<file path="config.mk">
export PLATFORM = sky130hd
export DESIGN_NAME = seg7_scan_driver_flat
export DESIGN_NICKNAME = d
export VERILOG_FILES = /design/src/rtl/seg7_scan_driver_if.sv /design/src/rtl/seg7_scan_driver.sv /design/src/flat_wrapper.sv
export SDC_FILE = /design/constraint.sdc
export NUM_CORES = 1
export LEC_CHECK = 0
export BUFFER_PORTS_ARGS = -buffer_cell sky130_fd_sc_hd__buf_2
export CAP_MARGIN = 40
export CORE_MARGIN = 5
export CORE_UTILIZATION = 54
export CTS_BUF_LIST = sky130_fd_sc_hd__clkbuf_4
export CTS_CLUSTER_DIAMETER = 30
export DETAILED_ROUTE_END_ITERATION = 8
export MAX_ROUTING_LAYER = met4
export PLACE_DENSITY = 0.76
export SKIP_LAST_GASP = 1
export SYNTH_ARGS = -nofsm -noshare
export SYNTH_HDL_FRONTEND = slang
export SYNTH_SLANG_ARGS = --single-unit
export TNS_END_PERCENT = 50
</file>
<file path="constraint.sdc">
create_clock -name clk -period 2.1 [get_ports clk]
set_input_delay 0.105 -clock clk [delete_from_list [all_inputs] [get_ports clk]]
set_output_delay 0.105 -clock clk [all_outputs]
set_load 0.05 [all_outputs]
</file>
<file path="src/rtl/seg7_scan_driver_if.sv">
// Bus between the datapath that supplies display values and the scan driver
// that owns the board pins. The datapath side is the master. The scan driver
// is the slave.
interface seg7_scan_driver_if #(
    parameter int N_DIGITS = 4
);
    logic                  load;
    logic [4*N_DIGITS-1:0] value;
    logic [N_DIGITS-1:0]   dp_in;
    logic [N_DIGITS-1:0]   en_mask;
    logic [6:0]            segments;
    logic                  dp;
    logic [N_DIGITS-1:0]   anode;
    logic                  frame_done;

    modport master (
        output load, value, dp_in, en_mask,
        input  segments, dp, anode, frame_done
    );

    modport slave (
        input  load, value, dp_in, en_mask,
        output segments, dp, anode, frame_done
    );
endinterface

</file>
<file path="src/rtl/seg7_scan_driver.sv">
// Time-multiplexed driver for N_DIGITS seven-segment digits.
// A prescaler divides clk into digit slots, and an index walks the digits.
// New values are staged in a shadow register. They reach the active register
// only at a frame boundary, so a frame never shows a mix of old and new digits.
// The segment, dp and anode outputs are registered one cycle behind the scan
// position. Polarity is applied at that output register.
module seg7_scan_driver #(
    parameter int N_DIGITS    = 4,
    parameter int DIV         = 1000,
    parameter bit SEG_ACT_LOW = 1'b0,
    parameter bit AN_ACT_LOW  = 1'b1,
    parameter bit BLANK_LEAD  = 1'b1
) (
    input logic               clk,
    input logic               rst,
    seg7_scan_driver_if.slave bus
);

    localparam int CW = $clog2(DIV);
    localparam int IW = (N_DIGITS > 1) ? $clog2(N_DIGITS) : 1;

    localparam logic [CW-1:0]       CNT_LAST = CW'(DIV - 1);
    localparam logic [IW-1:0]       IDX_LAST = IW'(N_DIGITS - 1);
    localparam logic [6:0]          SEG_OFF  = {7{SEG_ACT_LOW}};
    localparam logic [N_DIGITS-1:0] AN_OFF   = {N_DIGITS{AN_ACT_LOW}};

    // One complete display image: nibbles, decimal points and enable mask.
    typedef struct packed {
        logic [4*N_DIGITS-1:0] value;
        logic [N_DIGITS-1:0]   dp;
        logic [N_DIGITS-1:0]   en;
    } frame_t;

    logic [CW-1:0]       cnt;
    logic [IW-1:0]       idx;
    logic                slot_end;
    logic                frame_end;
    frame_t              in_frame;
    frame_t              shadow;
    frame_t              active;
    logic                pending;
    logic [N_DIGITS-1:0] upper_zero;
    logic [3:0]          sel_nib;
    logic                blank;
    logic [6:0]          seg_next;
    logic                dp_next;
    logic [N_DIGITS-1:0] an_next;

    // Active-high segment pattern for one hex nibble. Bit 0 is segment a.
    function automatic logic [6:0] hex_to_seg(input logic [3:0] h);
        logic [6:0] s;
        case (h)
            4'h0: s = 7'h3F;
            4'h1: s = 7'h06;
            4'h2: s = 7'h5B;
            4'h3: s = 7'h4F;
            4'h4: s = 7'h66;
            4'h5: s = 7'h6D;
            4'h6: s = 7'h7D;
            4'h7: s = 7'h07;
            4'h8: s = 7'h7F;
            4'h9: s = 7'h6F;
            4'hA: s = 7'h77;
            4'hB: s = 7'h7C;
            4'hC: s = 7'h39;
            4'hD: s = 7'h5E;
            4'hE: s = 7'h79;
            default: s = 7'h71;
        endcase
        return s;
    endfunction

    assign slot_end       = (cnt == CNT_LAST);
    assign frame_end      = slot_end && (idx == IDX_LAST);
    assign bus.frame_done = frame_end;
    assign in_frame       = {bus.value, bus.dp_in, bus.en_mask};

    // Prescaler and digit index: each slot lasts DIV cycles, and the index wraps after the last digit.
    // NOTE: state registers use non-blocking assignments so that every always_ff
    // samples the pre-edge values, regardless of the order the blocks are written in.
    always_ff @(posedge clk or posedge rst) begin
        if (rst) begin
            cnt <= '0;
            idx <= '0;
        end else if (slot_end) begin
            cnt <= '0;
            idx <= (idx == IDX_LAST) ? '0 : idx + IW'(1);
        end else begin
            cnt <= cnt + CW'(1);
        end
    end

    // Tear-free update: a load is staged in shadow and promoted at the frame boundary.
    // A load in the boundary cycle itself goes straight to active.
    // NOTE: shadow and active are reset, even though they are plain data. After
    // reset the display must come up blank, not show whatever the flops held.
    always_ff @(posedge clk or posedge rst) begin
        if (rst) begin
            shadow  <= '0;
            active  <= '0;
            pending <= 1'b0;
        end else begin
            if (bus.load) begin
                shadow <= in_frame;
            end
            if (frame_end) begin
                if (bus.load) begin
                    active <= in_frame;
                end else if (pending) begin
                    active <= shadow;
                end
                pending <= 1'b0;
            end else if (bus.load) begin
                pending <= 1'b1;
            end
        end
    end

    // Decode, blanking and anode select for the digit currently being scanned.
    // NOTE: every signal gets a default at the top of always_comb, so no path can
    // leave one unassigned and infer a latch.
    always_comb begin
        upper_zero = '0;
        for (int i = 0; i < N_DIGITS; i++) begin
            upper_zero[i] = ((active.value >> (4 * i)) == '0);
        end
        sel_nib  = active.value[4*int'(idx) +: 4];
        blank    = !active.en[idx] || (BLANK_LEAD && (idx != '0) && upper_zero[idx]);
        seg_next = blank ? 7'h00 : hex_to_seg(sel_nib);
        dp_next  = active.dp[idx] & active.en[idx];
        an_next  = (cnt == '0) ? '0 : (N_DIGITS'(1) << idx);
    end

    // Output register: one cycle behind the scan position, with polarity applied here.
    always_ff @(posedge clk or posedge rst) begin
        if (rst) begin
            bus.segments <= SEG_OFF;
            bus.dp       <= SEG_ACT_LOW;
            bus.anode    <= AN_OFF;
        end else begin
            bus.segments <= seg_next ^ SEG_OFF;
            bus.dp       <= dp_next ^ SEG_ACT_LOW;
            bus.anode    <= an_next ^ AN_OFF;
        end
    end

endmodule
</file>
<file path="src/flat_wrapper.sv">
// flat-port wrapper written by rule: the top's interface ports become plain ports
module seg7_scan_driver_flat 
#(
    parameter int N_DIGITS    = 4,
    parameter int DIV         = 1000,
    parameter bit SEG_ACT_LOW = 1'b0,
    parameter bit AN_ACT_LOW  = 1'b1,
    parameter bit BLANK_LEAD  = 1'b1
)
  (clk, rst, bus_load, bus_value, bus_dp_in, bus_en_mask, bus_segments, bus_dp, bus_anode, bus_frame_done);
  seg7_scan_driver_if #(.N_DIGITS(N_DIGITS)) bus_i ();
  input logic clk;
  input logic rst;
  input wire logic [$bits(bus_i.load)-1:0] bus_load;
  input wire logic [$bits(bus_i.value)-1:0] bus_value;
  input wire logic [$bits(bus_i.dp_in)-1:0] bus_dp_in;
  input wire logic [$bits(bus_i.en_mask)-1:0] bus_en_mask;
  output wire logic [$bits(bus_i.segments)-1:0] bus_segments;
  output wire logic [$bits(bus_i.dp)-1:0] bus_dp;
  output wire logic [$bits(bus_i.anode)-1:0] bus_anode;
  output wire logic [$bits(bus_i.frame_done)-1:0] bus_frame_done;
  assign bus_i.load = bus_load;
  assign bus_i.value = bus_value;
  assign bus_i.dp_in = bus_dp_in;
  assign bus_i.en_mask = bus_en_mask;
  assign bus_segments = bus_i.segments;
  assign bus_dp = bus_i.dp;
  assign bus_anode = bus_i.anode;
  assign bus_frame_done = bus_i.frame_done;
  seg7_scan_driver #(.N_DIGITS(N_DIGITS), .DIV(DIV), .SEG_ACT_LOW(SEG_ACT_LOW), .AN_ACT_LOW(AN_ACT_LOW), .BLANK_LEAD(BLANK_LEAD)) u_core (.clk(clk), .rst(rst), .bus(bus_i));
endmodule
</file>
==> results of run 1 <==
==> cell families after synthesis <==
kind of cell	count (synthesis)
compound gates	19
xor+xnor	9
fa+ha+maj	12
buf+inv	20
flops	73
mux	59
simple gates	55
==> power groups by stage <==
stage          registers (mW)  logic, mW  clock network [mW]
4_1_cts                  1.46      0.169               0.884
3_3_place_gp             1.49      0.131                   0
5_1_grt                  1.47      0.187               0.966
3_5_place_dp             1.49      0.133                   0
6_report                 1.46      0.167               0.861
2_1_floorplan            1.48     0.0850                   0
==> worst paths after layout <==
check	depth (start not counted)	endpoint
max	6	bus_frame_done
min	3	u_core.pending
max reg2reg	8	u_core.bus.segments[3]
min reg2reg	2	u_core.pending
max in group asynchronous	4	u_core.bus.anode[0]
min in group asynchronous	4	u_core.shadow[5]
==> state kept, by name (all words and copies together) (netlist names) <==
signal	count
u_core.bus.dp	1
u_core.pending	1
u_core.shadow	24
u_core.cnt	10
u_core.bus.segments	7
u_core.bus.anode	4
u_core.active	24
u_core.idx	2
==> repair_timing <==
action | CTS | global route
buffers inserted | 1 | 2
endpoints found under the setup margin | 1 | 5
endpoints found under the hold margin | 93 | 0
hold buffers | 25 | 0
pin swaps | 0 | 1
resized for setup | 1 | 4
cloned | 0 | 0
==> layout by cell type, fill, tap and decap left out, drive strengths merged, types with 2 or more instances in the layout <==
cell type	synthesis	final
nand4	2	2
xor2	3	3
ha	12	12
a21oi	4	4
dlygate4sd3	0	25
inv	8	8
xnor2	6	6
and2	3	3
nor2	12	12
buf	10	51
nor3	4	4
clkbuf	2	12
nand3	4	4
dfstp	4	4
nand2	11	11
nor3b	3	3
a311oi	3	3
nor4	5	5
dfrtp	69	69
nand2b	2	2
mux2i	3	3
mux2	49	49
o41ai	2	2
o21ai	5	5
mux4	7	7
clkinv	0	2
or2	3	3
==> metrics by stage <==
stage | cells | worst slack (ns) | power (mW) | hold slack [ns] | setup TNS (ns)
global route | 402 | -0.0668 | 2.62 | 0.134 | -0.0668
detailed placement | 358 | 0.0925 | 1.62 | 0.221 | 0
finish | 402 | 0.116 | 2.49 | 0.158 | 0
floorplan | 247 | 0.126 | 1.57 | 0.269 | 0
CTS | 400 | 0.0612 | 2.52 | 0.132 | 0
global placement | 358 | 0.172 | 1.62 | 0.211 | 0
==> worst register-to-register path, cell delays in order, from the launching register on <==
cell and delay, ns:
dfrtp_2 0.42, buf_4 0.16, mux4_2 0.57, inv_2 0.12, ha_1 0.18, inv_1 0.08, mux2i_1 0.12, or2_0 0.13
a21oi_1 0.06
==> final cells by class <==
cell class                      instances  area share
Timing Repair Buffer                   76       0.136
Clock inverter                          4      0.0110
Tap cell                               75      0.0230
Clock buffer                           12      0.0221
Sequential cell                        73       0.450
Inverter                                8     0.00736
Multi-Input combinational cell        154       0.351
==> metal layers <==
metal | wire length [um] | vias to the layer above
met1 | 2730 | 1059
met5 | 0 | -
li1 | - | 1030
met2 | 3020 | 53
met4 | 105 | 0
met3 | 260 | 13
==> results.yml, run 1 <==
cells_and_area:
  drive_gt1_frac: 0.355
  ff_latch_area_um2: 1830
  post-route-cell-area_um2: 4080
  antennaDiodeCount: 0
  final_nets: 361
  fillers: 425
  area_delta_synth_final_pct: 20.7
  utilization: 0.681
  multiInputGateArea_um2: 1430
routing:
  drc_errors: 0
  routed_wl_um: 6110
  via_per_inst: 5.36
  drt-initial-drc-count: 110
  ant_nets: 0
  wl_per_cell_um: 15.2
  drtPass1Iterations: 4
  vias: 2155
synth:
  netlist_instances: 247
  ys_seq_area_frac: 0.542
  syn-num-nets: 286
  synth_xor_area_frac: 0.0233
  yosys_most_used_dff: "dfrtp_1"
  synthesis.area_um2: 3380
  synth.avg_cell_area_um2: 13.7
  synth_edf_count: 0
  synthAdderAreaFrac: 0.0444
  yosys-mux-area-fraction: 0.219
  synth-simple-area-share: 0.0922
  synth_top_family_by_area: "multiplexers"
  synth_top_area_share: 0.511
  ys.warnings.count: 0
  synthArstFlopShare: 1.00
  synthTopCellsByCount: "dfrtp_1 (69), mux2_2 (29), mux2_1 (20), ha_1 (12)"
  yosysTopAreaCell: "dfrtp_1"
  synth_compound_area_frac: 0.0441
  netlist_top_cells_area: "dfrtp_1 (51%), mux2_2 (9.7%), mux2_1 (6.7%)"
  yosysMostFrequentCell: "dfrtp_1"
  synth.ff_latch_count: 73
  yosysUniqueCellTypes: 46
clock_tree:
  cts_buffers: 9
  cts_tree: "yes"
  clk_latency_ns: 0.40
  cts.path.max_buffers: 2
  root_buffer: "clkbuf_4"
  clk_pin_slew_worst_paths_ns: 0.11
  htreeDepth: 3
  numClockSinks: 73
sta:
  setup_viol: 0
  tightest_slew_ns: 0.366
  fin_crit_ns: 1.98
  rsz0062_at_grt: "yes"
  fmax_ghz: 0.504
  relSlewSlack: 0.756
  finClkSkew_ns: 0.0127
  hold_violations: 0
  finalCritPeriodShare: 0.945
  drv_slew: 0
job:
  max_cap_violations: 0
global_routing:
  met3_usage: 0.0387
  grt_pass1_wl_um: 10400
  grt_pass1_vias: 2192
  grtUsageMet2: 0.283
  grt_start_max_net_pins: 74
  grt_use_met1: 0.229
  grt-busiest-layer: "met2"
  overflow: 0
  grt_antenna_before_repair: 0
  grtUsageTotal: 0.181
worst_setup_path:
  cp-end-kind: "primary output"
  critical_path.top_delay_family: "simple AND/OR/NAND/NOR gates"
  max_stage_delay_ns: 0.38
  r2r-start: "u_core.idx[0]"
  cp-start-kind: "flip-flop"
  crit_slowest_cell: "dfrtp_1"
  arrival_ns: 1.88
  ff2ff_setup_slack_ns: 0.17
  path_buf_inv: 2
  cp-startpoint: "u_core.cnt[1]"
  cp_cell_sequence: "ha_2, nand2_1, nor4_2, buf_4, and2_1, buf_6"
  cp_max_fo: 4
  cp.required_ns: 2.00
  crit_type: "flip-flop to primary output"
power_and_ir_drop:
  leakage_nw: 1.90
  internal_power_mw: 1.94
  switching_share: 0.220
  power_switching_uw: 548
  p_per_area_nw_per_um2: 611
  power_frac_comb: 0.067
  pwr-share-clk: 0.346
  pwr-share-seq: 0.587
  peakVddDrop_v: 0.000524
placed_design:
  place_area_um2: 3660
  port_buffers: 39
  gp_congestion: 0.778
  dp_hpwl_um: 3960
die:
  ios: 40
  rows: 28
  coreArea_um2: 5990
  floorplan.initialDensity: 0.564
  die_h_um: 89.1
  fp.dieW_um: 89.1
  dieArea_um2: 7940
status:
  status: "finished clean"
hold_path:
  hold_class: "input pin to flip-flop"
  hold_start: "bus_load"
No activity file was read; power rests on OpenSTA's default activity.
==> run 2, diff against run 1 <==
--- a/config.mk
+++ b/config.mk
@@ -7,6 +7,7 @@
 export LEC_CHECK = 0
 export BUFFER_PORTS_ARGS = -buffer_cell sky130_fd_sc_hd__buf_2
 export CAP_MARGIN = 40
+export CORE_ASPECT_RATIO = 1.1
 export CORE_MARGIN = 5
 export CORE_UTILIZATION = 54
 export CTS_BUF_LIST = sky130_fd_sc_hd__clkbuf_4
==> run 2 against run 1 <==
  * First-iteration DRC count down 26%
  * Register-to-register slack about the same
  * Combinational power about the same
  * Wire length down 0.28%
  * Largest power group unchanged
  * Non-clock buffer count up 3
  * Hold slack better by 0.030 ns
  * Maximum frequency down 1.8%
==> results.yml, run 2 (synthesis gave the netlist of run 1 again) <==
status:
  status: "finished clean"
job:
  max_cap_violations: 0
die:
  fp.dieW_um: 85.4
  dieArea_um2: 7940
  coreArea_um2: 6120
  die_h_um: 93.0
  rows: 30
  ios: 40
  floorplan.initialDensity: 0.552
clock_tree:
  numClockSinks: 73
  root_buffer: "clkbuf_4"
  clk_latency_ns: 0.40
  cts_tree: "yes"
  cts.path.max_buffers: 2
  clk_pin_slew_worst_paths_ns: 0.10
  htreeDepth: 3
  cts_buffers: 9
sta:
  tightest_slew_ns: 0.371
  fmax_ghz: 0.495
  hold_violations: 0
  finalCritPeriodShare: 0.962
  fin_crit_ns: 2.02
  setup_viol: 0
  worst_slack_ns: 0.0800
  relSlewSlack: 0.751
  fin_hold_ws_ns: 0.189
  drv_slew: 0
  finClkSkew_ns: 0.00747
cells_and_area:
  final_nets: 364
  utilization: 0.672
  area_delta_synth_final_pct: 21.7
  largestRegisters: "u_core.active (24), u_core.shadow (24), u_core.cnt (10)"
  drive_gt1_frac: 0.358
  final_cell_mix: "dfrtp_1 (68), buf_2 (38), mux2_2 (29), dlygate4sd3_1 (25), mux2_1 (20)"
  mostFrequentLayoutCell: "dfrtp_1"
  post-route-cell-area_um2: 4110
  antennaDiodeCount: 0
worst_setup_path:
  cp-end-kind: "primary output"
  cp.required_ns: 2.00
  cp-start-kind: "flip-flop"
  cp_max_fo: 3
  crit_type: "flip-flop to primary output"
  arrival_ns: 1.92
global_routing:
  grt_antenna_before_repair: 0
  overflow: 0
  grt_pass1_wl_um: 10500
  grtUsageTotal: 0.172
  grt_start_max_net_pins: 35
  grt_pass1_vias: 2303
routing:
  drt-initial-drc-count: 81
  drc_errors: 0
  vias: 2159
  ant_nets: 0
  via_per_inst: 5.27
  routed_wl_um: 6100
  drtPass1Iterations: 4
  wl_per_cell_um: 14.9
placed_design:
  port_buffers: 39
  place_ws_ns: 0.0835
  gp_congestion: 0.809
  place_area_um2: 3670
  dp_hpwl_um: 4270
hold_path:
  hold_class: "input pin to flip-flop"
power_and_ir_drop:
  p_per_area_nw_per_um2: 598
  power.total_mw: 2.46
  peakVddDrop_v: 0.000306
  leakage_nw: 1.93
[run 2: through the flow]
| stage | TNS [ns] | instances |
|---|---|---|
| after floorplan | 0 | 247 |
| after global placement | 0 | 364 |
| after detailed placement | 0 | 364 |
| after CTS | 0 | 406 |
| after global routing | -0.0394 | 410 |
| final | 0 | 410 |
[run 2: power breakdown]
part / switching (mW) / internal (mW) / leakage, nW
logic: 0.0720 / 0.0955 / 0.930
registers: 0.0108 / 1.45 / 0.930
clock network: 0.453 / 0.378 / 0.0734
[run 2: timing repair]
item                                   in CTS  in global routing
hold buffers                               25                  0
setup endpoints to repair                   1                 17
endpoints found under the hold margin      68                  0
gates resized for setup                     2                  4
setup buffers                               1                  4
pin swaps                                   0                  1
[run 2: routing by layer]
layer	global-route usage	vias to the layer above	wire length [um]	share of wire
li1	-	1039	-	-
met1	0.196	1078	2470	0.41
met2	0.299	34	3330	0.55
met3	0.0383	8	220	0.036
met4	0.0594	0	72	0.012
met5	-	-	0	0
[run 2: layout make-up]
type                       count  area, um^2
tap                           80         100
timing repair buffer          79         577
sequential                    73        1830
inverter                       8        30.0
clock inverter                 5        46.3
multi-input combinational    154        1440
clock buffer                  11        82.6
fill                         446        2010
[run 2: worst max-delay path, cell delays in order, from the launching register on]
cell	delay [ns]
dfrtp_1	0.39
ha_2	0.21
nand2_2	0.09
nor4_4	0.31
buf_4	0.16
and2_1	0.17
buf_6	0.18
[run 2: final timing paths]
| kind | from | to | slack, ns | cells past startpoint |
|---|---|---|---|---|
| worst max-delay path | u_core.cnt[0] | bus_frame_done | 0.08 | 6 |
| worst min-delay path | bus_load | u_core.pending | 0.19 | 3 |
| worst max register to register | u_core.cnt[0] | u_core.active[3] | 0.16 | 6 |
| worst min register to register | u_core.shadow[20] | u_core.shadow[20] | 0.50 | 1 |
| max in group asynchronous | rst | u_core.bus.segments[5] | 1.25 | 4 |
| min in group asynchronous | rst | u_core.shadow[17] | 0.22 | 3 |
==> run 3, diff against run 2 <==
--- a/config.mk
+++ b/config.mk
@@ -14,7 +14,7 @@
 export CTS_CLUSTER_DIAMETER = 30
 export DETAILED_ROUTE_END_ITERATION = 8
 export MAX_ROUTING_LAYER = met4
-export PLACE_DENSITY = 0.76
+export PLACE_DENSITY = 0.82
 export SKIP_LAST_GASP = 1
 export SYNTH_ARGS = -nofsm -noshare
 export SYNTH_HDL_FRONTEND = slang
==> run 3 against run 2 <==
  * Final area decreased by 0.40%
  * Sequential power is essentially flat
  * Non-clock buffer count shrank 3
  * Maximum frequency up 0.74%
  * Wire length fell by 0.95%
  * Global-route usage rose by 0.36 points
  * Via count decreased by 0.19%
  * Sequential share of layout area rose by 0.15 points
  * Final cell count down 0.98%
  * Critical path type is now flip-flop to flip-flop
==> results.yml, run 3 (synthesis gave the netlist of run 1 again) <==
cells_and_area:
  final_nets: 361
  fillers: 417
  area_delta_synth_final_pct: 21.2
  antennaDiodeCount: 0
  largestRegisters: "u_core.active (24), u_core.shadow (24), u_core.cnt (10)"
  final_cell_mix: "dfrtp_1 (69), buf_2 (38), mux2_2 (29), dlygate4sd3_1 (25), mux2_1 (20)"
  mostFrequentLayoutCell: "dfrtp_1"
  utilization: 0.669
  drive_gt1_frac: 0.353
die:
  coreArea_um2: 6120
  rows: 30
  floorplan.initialDensity: 0.552
  die_h_um: 93.0
  ios: 40
  dieArea_um2: 7940
  fp.dieW_um: 85.4
worst_setup_path:
  crit_type: "flip-flop to flip-flop"
  cp-start-kind: "flip-flop"
  cp_max_fo: 7
  cp-end-kind: "flip-flop"
  cp.required_ns: 2.36
  arrival_ns: 2.27
  max_stage_delay_ns: 0.56
  cp_cell_sequence: "inv_1, ha_1, or4_4, o41ai_4, a311oi_1"
  crit_slowest_cell: "o41ai_4"
hold_path:
  hold_class: "input pin to flip-flop"
placed_design:
  port_buffers: 39
  gp_congestion: 0.868
  dp_hpwl_um: 4060
sta:
  fmax_ghz: 0.499
  finalSetupTns_ns: 0
  finClkSkew_ns: 0.00636
  fin_crit_ns: 2.01
  relSlewSlack: 0.652
  setup_viol: 0
  drv_slew: 0
  rsz0062_at_grt: "yes"
  hold_violations: 0
  finalCritPeriodShare: 0.955
  fin_hold_ws_ns: 0.179
  tightest_slew_ns: 0.520
clock_tree:
  numClockSinks: 73
  htreeDepth: 3
  cts_tree: "yes"
  clk_pin_slew_worst_paths_ns: 0.11
  root_buffer: "clkbuf_4"
  clk_latency_ns: 0.39
  cts.path.max_buffers: 2
  cts_buffers: 9
routing:
  routed_wl_um: 6040
  via_per_inst: 5.31
  drt-initial-drc-count: 111
  drc_errors: 0
  drtPass1Iterations: 4
  wl_per_cell_um: 14.9
  vias: 2155
  ant_nets: 0
power_and_ir_drop:
  power.total_mw: 2.45
  leakage_nw: 1.92
  p_per_area_nw_per_um2: 598
  peakVddDrop_v: 0.000550
global_routing:
  overflow: 0
  grt_pass1_wl_um: 10600
  grt_pass1_vias: 2294
  grt_antenna_before_repair: 0
  grt_start_max_net_pins: 74
  grtUsageTotal: 0.176
status:
  status: "finished clean"
job:
  max_cap_violations: 0
[run 3: cell count changes in the layout (fill, tap and decap cells not counted), sizes merged]
| cell | change |
|---|---|
| buf | -3 |
| clkbuf | -1 |
[run 3: through the flow]
step	instance area, um^2	worst slack [ns]	std cells
floorplan	3380	0.126	247
global placement	3660	0.156	362
detailed placement	3660	0.0882	362
CTS	4060	0.0395	404
global route	4100	-0.0321	406
finish	4100	0.0947	406
[run 3: final cells by class]
type | count | area, um^2 | area share
flip-flops and latches | 73 | 1830 | 0.447
multi-input cells | 154 | 1450 | 0.355
repair buffers | 76 | 558 | 0.136
well taps | 80 | 100 | 0.0244
clock buffers | 10 | 75.1 | 0.0183
clock inverters | 5 | 47.5 | 0.0116
inverters | 8 | 30.0 | 0.00733
[run 3: what timing repair did]
| item | in CTS | in global routing |
|---|---|---|
| setup buffers | 2 | 2 |
| gates resized for setup | 3 | 5 |
| hold endpoints to repair | 93 | 0 |
| hold buffers | 25 | 0 |
| endpoints found under the setup margin | 1 | 3 |
| pin swaps | 0 | 1 |
[run 3: path summary, 6_finish.rpt]
path | startpoint | to | slack (ns) | depth (start not counted)
max | u_core.idx[0] | u_core.bus.segments[2] | 0.09 | 5
min | bus_load | u_core.pending | 0.18 | 3
max reg2reg | u_core.idx[0] | u_core.bus.segments[2] | 0.09 | 5
max in group asynchronous | rst | u_core.bus.anode[3] | 1.44 | 4
min in group asynchronous | rst | u_core.shadow[15] | 0.33 | 4
min reg2reg | u_core.pending | u_core.pending | 0.49 | 2
[run 3: where the power goes]
group          internal, mW  total, mW  switching (mW)
clock                 0.359      0.821           0.462
combinational        0.0945      0.166          0.0713
sequential             1.45       1.46          0.0110
total                  1.90       2.45           0.544
[run 3: critical path, delay by kind of cell, from the launching register on]
family	cells	cell delay (ns)
compound gates	2	0.65
fa+ha+maj	1	0.23
buf+inv	1	0.11
flops	1	0.45
simple gates	1	0.43
[run 3: metal layers]
layer,wire [um],global-route usage
met5,0,-
met4,164,0.0937
met1,2530,0.203
met3,231,0.0383
met2,3120,0.288
